File: src/rtl/loba_mult_pipe.sv
// Pipelined leading-one-based approximate multiplier with per-beat selection of
// partial-product count and signedness; three stages with valid/ready flow control.
module loba_mult_pipe #(
  parameter int unsigned N = 16,
  parameter int unsigned K = 4
) (
  input  logic           clk,
  input  logic           rst,
  input  logic           in_valid,
  output logic           in_ready,
  input  logic [N-1:0]   a,
  input  logic [N-1:0]   b,
  input  logic [1:0]     mode,
  input  logic           sgn,
  output logic           out_valid,
  input  logic           out_ready,
  output logic [2*N-1:0] r
);

  localparam int unsigned KW = $clog2(N);
  localparam int unsigned SW = $clog2(2 * N);
  localparam int unsigned PW = 2 * N;
  localparam int unsigned MW = 2 * K;
  localparam int unsigned XW = 2 * K + 2 * KW;

  // Index of the highest set bit; zero input reports 0.
  function automatic logic [KW-1:0] msb_of(input logic [N-1:0] x);
    msb_of = '0;
    for (int i = 0; i < int'(N); i++)
      if (x[i]) msb_of = KW'(i);
  endfunction

  // Returns {high window, low window, high position, low position}.
  function automatic logic [XW-1:0] split(input logic [N-1:0] x);
    logic [KW-1:0] kh;
    logic [KW-1:0] kl;
    logic [N-1:0]  low;
    logic [K-1:0]  xh;
    logic [K-1:0]  xl;
    kh = msb_of(x);
    if (kh < KW'(K - 1)) kh = KW'(K - 1);
    xh  = x[kh -: K];
    low = x & ((N'(1) << (kh - KW'(K - 1))) - N'(1));
    kl  = msb_of(low);
    if (kl < KW'(K - 1)) kl = KW'(K - 1);
    xl  = low[kl -: K];
    split = {xh, xl, kh, kl};
  endfunction

  // Window product placed back at the weight of both leading windows.
  function automatic logic [PW-1:0] pp(input logic [K-1:0] x, input logic [K-1:0] y,
                                       input logic [KW-1:0] p, input logic [KW-1:0] q);
    logic [SW-1:0] s;
    logic [MW-1:0] prod;
    s    = SW'(p) + SW'(q) - SW'(2 * (K - 1));
    prod = {{K{1'b0}}, x} * {{K{1'b0}}, y};
    pp   = {{(PW - MW){1'b0}}, prod} << s;
  endfunction

  logic rdy2, rdy3;

  logic          s1_v, s1_neg;
  logic [1:0]    s1_mode;
  logic [K-1:0]  s1_ah, s1_al, s1_bh, s1_bl;
  logic [KW-1:0] s1_kha, s1_kla, s1_khb, s1_klb;

  logic               s2_v, s2_neg;
  logic [3:0][PW-1:0] s2_t;

  logic [N-1:0]       mag_a, mag_b;
  logic [XW-1:0]      sp_a, sp_b;
  logic [3:0][PW-1:0] terms;
  logic [PW-1:0]      sum;

  assign rdy3     = !out_valid || out_ready;
  assign rdy2     = !s2_v || rdy3;
  assign in_ready = !s1_v || rdy2;

  // S1: magnitude and window split
  always_comb begin
    mag_a = (sgn && a[N-1]) ? -a : a;
    mag_b = (sgn && b[N-1]) ? -b : b;
    sp_a  = split(mag_a);
    sp_b  = split(mag_b);
  end

  always_ff @(posedge clk or posedge rst) begin
    if (rst) begin
      s1_v    <= 1'b0;
      s1_neg  <= 1'b0;
      s1_mode <= '0;
      {s1_ah, s1_al, s1_kha, s1_kla} <= '0;
      {s1_bh, s1_bl, s1_khb, s1_klb} <= '0;
    end else if (in_ready) begin
      s1_v <= in_valid;
      if (in_valid) begin
        s1_neg  <= sgn && (a[N-1] ^ b[N-1]);
        s1_mode <= mode;
        {s1_ah, s1_al, s1_kha, s1_kla} <= sp_a;
        {s1_bh, s1_bl, s1_khb, s1_klb} <= sp_b;
      end
    end
  end

  // S2: partial products, terms beyond the selected count forced to zero
  always_comb begin
    terms[0] = pp(s1_ah, s1_bh, s1_kha, s1_khb);
    terms[1] = (s1_mode >= 2'd1) ? pp(s1_ah, s1_bl, s1_kha, s1_klb) : '0;
    terms[2] = (s1_mode >= 2'd2) ? pp(s1_al, s1_bh, s1_kla, s1_khb) : '0;
    terms[3] = (s1_mode == 2'd3) ? pp(s1_al, s1_bl, s1_kla, s1_klb) : '0;
  end

  always_ff @(posedge clk or posedge rst) begin
    if (rst) begin
      s2_v   <= 1'b0;
      s2_neg <= 1'b0;
      s2_t   <= '0;
    end else if (rdy2) begin
      s2_v <= s1_v;
      if (s1_v) begin
        s2_neg <= s1_neg;
        s2_t   <= terms;
      end
    end
  end

  // S3: accumulate and restore sign
  assign sum = s2_t[0] + s2_t[1] + s2_t[2] + s2_t[3];

  always_ff @(posedge clk or posedge rst) begin
    if (rst) begin
      out_valid <= 1'b0;
      r         <= '0;
    end else if (rdy3) begin
      out_valid <= s2_v;
      if (s2_v) r <= s2_neg ? -sum : sum;
    end
  end

endmodule

File: config.mk
export PLATFORM = sky130hd
export DESIGN_NAME = loba_mult_pipe
export DESIGN_NICKNAME = d
export VERILOG_FILES = /design/src/rtl/loba_mult_pipe.sv
export SDC_FILE = /design/constraint.sdc
export NUM_CORES = 1
export LEC_CHECK = 0
export ABC_CLOCK_PERIOD_IN_PS = 7000
export CAP_MARGIN = 30
export CORE_UTILIZATION = 55
export DETAILED_ROUTE_END_ITERATION = 12
export PLACE_DENSITY_LB_ADDON = 0.25
export SLEW_MARGIN = 20
export SYNTH_ARGS = -nofsm -noshare
export SYNTH_HDL_FRONTEND = slang
export SYNTH_SLANG_ARGS = --single-unit
export TNS_END_PERCENT = 5
File: constraint.sdc
create_clock -name clk -period 7 [get_ports clk]
set_input_delay 1.4 -clock clk [delete_from_list [all_inputs] [get_ports clk]]
set_output_delay 1.4 -clock clk [all_outputs]
set_load 0.02 [all_outputs]
==> results of run 1 <==
-- per-stage QoR --
stage	instances	hold slack (ps)
floorplan	2144	439
global placement	2599	460
detailed placement	2599	469
CTS	2630	486
global route	2631	511
finish	2631	478
-- path summary, 6_finish.rpt --
path | start | endpoint | slack [ps] | depth (start not counted)
worst max-delay path | b[1] | s1_bl[0] | 730 | 17
worst min-delay path | r[29] | r[29] | 480 | 2
worst max register to register | s2_t[1] | r[30] | 1090 | 16
worst min register to register | r[29] | r[29] | 480 | 2
max in group asynchronous | rst | s2_t[16] | 4230 | 3
min in group asynchronous | rst | s2_t[1] | 1460 | 2
-- where the power goes --
group	internal, µW	leakage (µW)	switching, µW
registers	1480	0.00262	333
logic	2440	0.00644	3950
clock network	475	0.000275	479
total	4390	0.00933	4760
-- layer usage --
layer	global-route usage	up-vias	wire length [µm]
li1	-	7851	-
met1	0.382	8051	21400
met2	0.554	637	26600
met3	0.0409	175	2730
met4	0.180	2	3190
met5	0	-	8
-- cells by family (layout without fill, tap and decap cells) --
group           count (synthesis)  count (layout)  synth area share
simple gates                  678             678             0.179
buf+inv                       227             266            0.0483
mux                            75              75            0.0417
xor+xnor                      118             118            0.0571
fa+ha+maj                     194             194             0.163
compound gates                653             653             0.243
flops                         199             199             0.267
-- layout make-up --
type | count | area, µm²
well taps | 448 | 561
repair buffers | 126 | 1130
flip-flops and latches | 199 | 4980
inverters | 109 | 417
clock inverters | 13 | 113
clock buffers | 18 | 439
fillers | 2883 | 13100
multi-input cells | 1718 | 12800
-- flip-flops by register name (all words and copies together), names as in the netlist, 2 cells and up --
signal   cells
r           32
s1_ah        4
s1_al        4
s1_bh        4
s1_bl        4
s1_kha       4
s1_khb       4
s1_kla       4
s1_klb       4
s1_mode      2
s2_t       128
-- layout by cell type (no fill, tap or decap), types with 22 or more instances in the layout --
cell type	instances
nand2b_1	22
xor2_1	42
ha_1	112
buf_4	53
nand3_1	38
a21oi_1	105
nor2_1	137
and2_1	43
nand2_1	262
a22o_1	60
nor3_1	38
dfrtp_1	199
fa_1	82
clkdlybuf4s50_1	72
o21ai_0	178
inv_1	106
a21o_1	35
mux2i_1	55
o211ai_1	22
xnor2_1	72
-- critical path: stages --
cell and delay [ps]:
clkdlybuf4s50_1 500, inv_1 110, ha_1 150, or4b_4 490, o41ai_4 340, xor2_1 400, o211ai_1 240, nor2_1 220
nand2_1 100, or4_1 430, ha_1 300, a2111o_1 440, o21a_1 220, a31oi_2 410, mux2_2 390, a222oi_1 260
o21ba_1 190
==> flow_summary.json, run 1 <==
{
  "outcome": "complete, no violations",
  "period_minus_slack_ps": 6270,
  "synth.largest_area_cell": "dfrtp_1",
  "totalWireLength_um": 53900,
  "synth-main-ff-cell": "dfrtp_1",
  "clockBufferDepth": 2,
  "synthDominantCellAreaShare": 0.267,
  "hold_class": "reg -> reg",
  "grt_max_degree": 95,
  "numCtsBuffers": 17,
  "ys.warnings.count": 0,
  "relSlewSlack": 0.327,
  "tritoncts": "yes",
  "postRouteAntennaNets": 0,
  "cts.htree.levels": 4,
  "rsz0062_at_grt": "false",
  "grt_pass1_wl_um": 85800,
  "vias_per_cell": 6.35,
  "synthCells": 2144,
  "async_flop_share": 1.00,
  "vias": 16700,
  "dr.pass1.iters": 6,
  "die_h_um": 186,
  "setup_viol": 0,
  "antenna_found_initial": 1,
  "io_pins": 73,
  "clkTransAtPathRegs_ps": 70,
  "max-cap-violations": 0,
  "critPathMaxFanout": 7,
  "finalHoldViolCount": 0,
  "avgSynthCellArea_um2": 8.68,
  "cts_resized": 0,
  "max_freq_mhz": 159,
  "grt_overflow_total": 0,
  "nets": 2404,
  "drt_iter0_markers": 1390,
  "drive_above_1_share": 0.0724,
  "dieArea_mm2": 0.0346,
  "postCtsHoldBufs": 0,
  "critical_path_required_ps": 7340,
  "synth_seq_cells": 199,
  "finClkSkew_ps": 11.0,
  "ys_top_cells_by_area": "dfrtp_1 (27%), fa_1 (8.8%), ha_1 (7.5%), nand2_1 (5.3%), o21ai_0 (4.8%)",
  "slew_viol_final": 0,
  "synth_edf_count": 0,
  "endpoint_kind": "flip-flop",
  "finalPower_uw": 9150,
  "syn2layout_area_growth_pct": 9.52,
  "peakVddDrop_mv": 0.239,
  "synth_nets": 2377,
  "worst_slack_ps": 729,
  "dpl_cell_area_mm2": 0.0198,
  "core_area_mm2": 0.0334,
  "place.gp.congestion": 1.00,
  "pre_cts_ws_ps": 343,
  "post-route-period-util": 0.896,
  "leakage_uw": 0.00933,
  "design_area_mm2": 0.0204,
  "worst_pin_slew_ps": 1000,
  "die_width_um": 186,
  "synth_common_cells": "nand2_1 (264), dfrtp_1 (199), o21ai_0 (178)",
  "synthesis.area_mm2": 0.0186,
  "drc_errors": 0,
  "cts_sinks": 199,
  "crit_path_start_kind": "input port",
  "final_core_util": 0.610,
  "worstSkewPairLatency_ps": 450,
  "p_per_area_mw_per_mm2": 449,
  "synth_seq_area_share": 0.267,
  "crit_type": "in -> reg",
  "numPortBuffers": 72,
  "initial_utilization": 0.557,
  "yosysUniqueCellTypes": 102,
  "post-cts-setup-buffers": 0,
  "grt_use_total": 0.320,
  "num_antenna_cells": 0,
  "rows": 67,
  "wl_per_cell_um": 20.5,
  "root_buffer": "clkbuf_16",
  "post-dp-hpwl_um": 43400,
  "fin_tns_setup_ps": 0,
  "grt_pass1_vias": 15900,
  "synth.most_common_cell": "nand2_1",
  "crit_arrival_ps": 6610
}
Power figures use the tool's default switching activity.
==> run 2: changes to the inputs <==
--- a/config.mk
+++ b/config.mk
@@ -7,7 +7,7 @@
 export LEC_CHECK = 0
 export ABC_CLOCK_PERIOD_IN_PS = 7000
 export CAP_MARGIN = 30
-export CORE_UTILIZATION = 55
+export CORE_UTILIZATION = 57
 export DETAILED_ROUTE_END_ITERATION = 12
 export PLACE_DENSITY_LB_ADDON = 0.25
 export SLEW_MARGIN = 20
==> flow_summary.json, run 2 (synthesis gave the netlist of run 1 again) <==
{
  "sw_frac_of_total": 0.515,
  "syn2layout_area_growth_pct": 9.96,
  "totalWireLength_um": 54900,
  "cts_resized": 0,
  "finalHoldViolCount": 0,
  "numCtsBuffers": 17,
  "combPwrFrac": 0.688,
  "die_h_um": 183,
  "endpoint_kind": "flip-flop",
  "finClkSkew_ps": 9.96,
  "fin_tns_setup_ps": 0,
  "crit_path_start_kind": "input port",
  "top_register": "s2_t",
  "relSlewSlack": 0.388,
  "core_area_mm2": 0.0319,
  "post-cts-setup-buffers": 0,
  "place.gp.congestion": 0.976,
  "postRouteAntennaNets": 0,
  "p_per_area_mw_per_mm2": 458,
  "pwr-share-clk": 0.117,
  "drt_iter0_markers": 1600,
  "slew_viol_final": 0,
  "tritoncts": "yes",
  "post-dp-hpwl_um": 43200,
  "drive_above_1_share": 0.0711,
  "dieArea_mm2": 0.0334,
  "clkTransAtPathRegs_ps": 80,
  "top_regs": "s2_t: 128 flops, r: 32 flops",
  "postCtsHoldBufs": 0,
  "post-route-period-util": 0.908,
  "antenna_found_initial": 0,
  "worstSkewPairLatency_ps": 450,
  "numPortBuffers": 72,
  "max-cap-violations": 0,
  "grt_use_total": 0.335,
  "rsz0062_at_grt": "false",
  "cts_sinks": 199,
  "worst_pin_slew_ps": 915,
  "io_pins": 73,
  "grt_overflow_total": 0,
  "p_sw_uw": 4830,
  "root_buffer": "clkbuf_16",
  "num_antenna_cells": 0,
  "leakage_uw": 0.00938,
  "p_int_uw": 4540,
  "cts.htree.levels": 4,
  "period_minus_slack_ps": 6360,
  "fillerInstances": 2742,
  "wl_per_cell_um": 21.0,
  "p_seq_frac": 0.195,
  "vias_per_cell": 6.47,
  "initial_utilization": 0.584,
  "grt_pass1_vias": 16300,
  "drc_errors": 0,
  "layout_commonest_cell": "nand2_1",
  "grt_pass1_wl_um": 88200,
  "multiInputGateArea_mm2": 0.0128,
  "nets": 2401,
  "crit_type": "in -> reg",
  "grt_max_degree": 88,
  "final_cell_mix": "nand2_1 (262), dfrtp_1 (199), o21ai_0 (178), nor2_1 (137), ha_1 (112)",
  "setup_viol": 0,
  "dr.pass1.iters": 6,
  "critical_path_required_ps": 7350,
  "rows": 65,
  "crit_arrival_ps": 6710,
  "max_freq_mhz": 157,
  "clockBufferDepth": 2,
  "seqCellArea_mm2": 0.00498,
  "vias": 16900,
  "worst_slack_ps": 641,
  "largest_register_ffs": 128,
  "critPathMaxFanout": 9,
  "pre_cts_ws_ps": 305,
  "hold_class": "reg -> reg",
  "outcome": "complete, no violations",
  "die_width_um": 183,
  "peakVddDrop_mv": 0.255
}
run 2: area by class of cell:
type,count,area share
Multi-Input combinational cell,1718,0.623
Sequential cell,199,0.243
Timing Repair Buffer,123,0.0556
Tap cell,435,0.0266
Clock buffer,18,0.0214
Inverter,109,0.0203
Clock inverter,14,0.0100
run 2: layer usage:
| layer | routed length [µm] | global-route usage | share of wire |
|---|---|---|---|
| met1 | 21600 | 0.407 | 0.39 |
| met3 | 3220 | 0.0463 | 0.059 |
| met5 | 0 | 0 | 0 |
| met2 | 26800 | 0.574 | 0.49 |
| met4 | 3280 | 0.188 | 0.060 |
run 2: final timing paths:
path | start | endpoint | slack [ps] | cells past startpoint
max | b[1] | s1_bl[2] | 640 | 19
min | r[26] | r[26] | 480 | 2
max reg2reg | s2_t[33] | r[30] | 1310 | 17
min reg2reg | r[26] | r[26] | 480 | 2
max in group asynchronous | rst | s2_v | 4330 | 3
min in group asynchronous | rst | r[0] | 1440 | 2
run 2: worst max-delay path: stages:
cell and delay, ps:
clkdlybuf4s50_1 490, inv_1 110, ha_1 320, or4b_4 520, o41ai_4 310, xor2_1 380, o211ai_1 250, nor2_1 220
nand2_1 100, or4_1 410, ha_1 290, nor3_1 310, a32oi_1 180, a221o_1 390, a31oi_4 240, buf_4 200
mux2i_1 80, o31a_1 270, a211oi_1 230
run 2: power by group through the flow:
stage	Clock, µW	Combinational (µW)	Sequential, µW
final	1090	6440	1830
after global routing	1150	7100	1870
after CTS	1100	6300	1830
after detailed placement	0	6230	1850
after global placement	0	6110	1840
after floorplan	0	4550	1770
run 2: through the flow:
| step | hold WS, ps | instances | utilization | cell area, µm² | power (µW) |
|---|---|---|---|---|---|
| 2_1_floorplan | 439 | 2144 | - | 18600 | 6330 |
| 3_3_place_gp | 460 | 2579 | 0.620 | 19800 | 7940 |
| 3_5_place_dp | 469 | 2580 | 0.620 | 19800 | 8080 |
| 4_1_cts | 486 | 2612 | 0.641 | 20400 | 9230 |
| 5_1_grt | 501 | 2616 | 0.642 | 20500 | 10100 |
| 6_report | 478 | 2616 | 0.642 | 20500 | 9370 |
==> run 3: changes to the inputs <==
--- a/config.mk
+++ b/config.mk
@@ -5,9 +5,9 @@
 export SDC_FILE = /design/constraint.sdc
 export NUM_CORES = 1
 export LEC_CHECK = 0
-export ABC_CLOCK_PERIOD_IN_PS = 7000
+export ABC_CLOCK_PERIOD_IN_PS = 6300
 export CAP_MARGIN = 30
-export CORE_UTILIZATION = 57
+export CORE_UTILIZATION = 60
 export DETAILED_ROUTE_END_ITERATION = 12
 export PLACE_DENSITY_LB_ADDON = 0.25
 export SLEW_MARGIN = 20
==> constraint.sdc (replaced) <==
create_clock -name clk -period 6.3 [get_ports clk]
set_input_delay 1.26 -clock clk [delete_from_list [all_inputs] [get_ports clk]]
set_output_delay 1.26 -clock clk [all_outputs]
set_load 0.02 [all_outputs]
==> flow_summary.json, run 3 (synthesis gave the netlist of run 1 again) <==
{
  "clkTransAtPathRegs_ps": 70,
  "use_met1": 0.419,
  "rows": 64,
  "rsz0062_at_grt": "false",
  "critical_path.cell_chain": "clkdlybuf4s50_1 > inv_1 > ha_1 > or4b_4 > nor4_1 > a211oi_1 > a2111oi_2 > o31ai_2 > or4_1 > ha_1 > nor3_1 > a32o_1 > o31ai_1 > a31oi_2 > mux2_2 > a222oi_1 > o21ba_1",
  "top_register": "s2_t",
  "grt_pass1_vias": 16400,
  "layout_commonest_cell": "nand2_1",
  "cpLargestDelayFamily": "compound AO/OA/AOI/OAI gates",
  "initial_utilization": 0.609,
  "crit_top_cell": "ha_1",
  "core_area_mm2": 0.0306,
  "drive_above_1_share": 0.0870,
  "path_buf_inv": 2,
  "postCtsHoldBufs": 0,
  "endpoint_kind": "flip-flop",
  "die_h_um": 178,
  "grt_pass1_wl_um": 87800,
  "numCtsBuffers": 17,
  "final_cell_mix": "nand2_1 (262), dfrtp_1 (199), o21ai_0 (178), nor2_1 (137), ha_1 (112)",
  "critPathMaxFanout": 5,
  "vias_per_cell": 6.47,
  "fillerInstances": 2532,
  "top_usage_layer": "met2",
  "grtUsageMet3": 0.0494,
  "finalPower_uw": 10500,
  "post-route-period-util": 0.940,
  "leakage_uw": 0.00952,
  "p_per_area_mw_per_mm2": 509,
  "drc_errors": 0,
  "period_minus_slack_ps": 5920,
  "clockBufferDepth": 2,
  "setup_viol": 0,
  "crit_path_start_kind": "input port",
  "cts_resized": 0,
  "post-dp-hpwl_um": 43900,
  "cpPeakStageDelay_ps": 510,
  "slew_viol_final": 0,
  "top_regs": "s2_t: 128 flops, r: 32 flops",
  "numPortBuffers": 72,
  "totalWireLength_um": 55200,
  "finClkSkew_ps": 12.3,
  "finalHoldViolCount": 0,
  "dieArea_mm2": 0.0317,
  "io_pins": 73,
  "antenna_found_initial": 0,
  "outcome": "complete, no violations",
  "root_buffer": "clkbuf_16",
  "largest_register_ffs": 128,
  "place.gp.congestion": 0.991,
  "drt_iter0_markers": 1355,
  "tritoncts": "yes",
  "post-cts-setup-buffers": 0,
  "num_antenna_cells": 0,
  "pre_cts_ws_ps": 7.85,
  "wl_per_cell_um": 21.1,
  "cts_sinks": 199,
  "die_width_um": 178,
  "slowest_stage": "a2111oi_2",
  "crit_type": "in -> reg",
  "critical_path_required_ps": 6650,
  "nets": 2441,
  "grt_max_degree": 170,
  "fin_tns_setup_ps": 0,
  "cts.htree.levels": 4,
  "relSlewSlack": 0.308,
  "peakVddDrop_mv": 0.258,
  "syn2layout_area_growth_pct": 11.0,
  "worst_pin_slew_ps": 1030,
  "max_freq_mhz": 169,
  "worstSkewPairLatency_ps": 450,
  "postRouteAntennaNets": 0,
  "crit_arrival_ps": 6270,
  "worst_slack_ps": 377,
  "use_met2": 0.621,
  "hold_class": "reg -> reg",
  "max-cap-violations": 0,
  "vias": 16900,
  "dr.pass1.iters": 7,
  "grt_use_total": 0.358,
  "grt_overflow_total": 0
}
==> run 3: cell types whose count changed in the layout (fill, tap and decap cells not counted) <==
| cell | before | now |
|---|---|---|
| clkinv_8 | 1 | 0 |
| buf_4 | 46 | 87 |
| buf_16 | 0 | 1 |
| inv_8 | 7 | 0 |
| inv_6 | 2 | 1 |
| buf_2 | 1 | 0 |
| clkinvlp_4 | 0 | 2 |
| clkbuf_1 | 0 | 1 |
| dlymetal6s2s_1 | 1 | 0 |
| clkinv_4 | 1 | 4 |
| bufinv_16 | 3 | 2 |
| clkinv_2 | 1 | 3 |
==> run 3: area by class of cell <==
class / count / area, µm² / area share
multi-input combinational: 1718 / 12800 / 0.617
clock inverter: 11 / 126 / 0.00612
clock buffer: 19 / 443 / 0.0214
sequential: 199 / 4980 / 0.241
tap: 396 / 495 / 0.0240
inverter: 109 / 413 / 0.0200
timing repair buffer: 163 / 1460 / 0.0705
==> run 3: report_power, final <==
part	switching (µW)	internal, µW
logic	4620	2790
registers	365	1640
clock network	509	593
==> run 3: worst paths after layout <==
kind | start | to | slack [ps] | cells after the start
hold reg to reg | r[25] | r[25] | 480 | 2
setup reg to reg | s2_t[1] | r[29] | 650 | 16
min in group asynchronous | rst | s2_t[0] | 1270 | 2
max in group asynchronous | rst | s1_mode[1] | 3660 | 3
hold / removal | r[25] | r[25] | 480 | 2
setup / recovery | b[0] | s1_bl[0] | 380 | 17
==> run 3: metrics by stage <==
step           instance area [µm²]  utilization  hold slack (ps)  cells
3_5_place_dp                 20100        0.656              470   2583
6_report                     20700        0.676              477   2615
5_1_grt                      20700        0.676              500   2615
2_1_floorplan                18600            -              439   2144
4_1_cts                      20600        0.674              485   2613
3_3_place_gp                 20000        0.655              460   2582
==> run 3: worst register-to-register path, delay by kind of cell, from the launching register on <==
| kind | cells | cell delay, ps |
|---|---|---|
| and+or+nand+nor | 4 | 1750 |
| adders and majority gates | 4 | 1670 |
| AOI/OAI and AO/OA | 6 | 1310 |
| xor gates and xnor gates | 2 | 410 |
| DFF | 1 | 400 |
==> run 3: routing by layer <==
metal,share of wire,up-vias,routed length (µm)
met5,0,-,0
met4,0.063,0,3490
met3,0.053,195,2920
met2,0.49,696,27100
met1,0.39,8111,21700
li1,-,7925,-
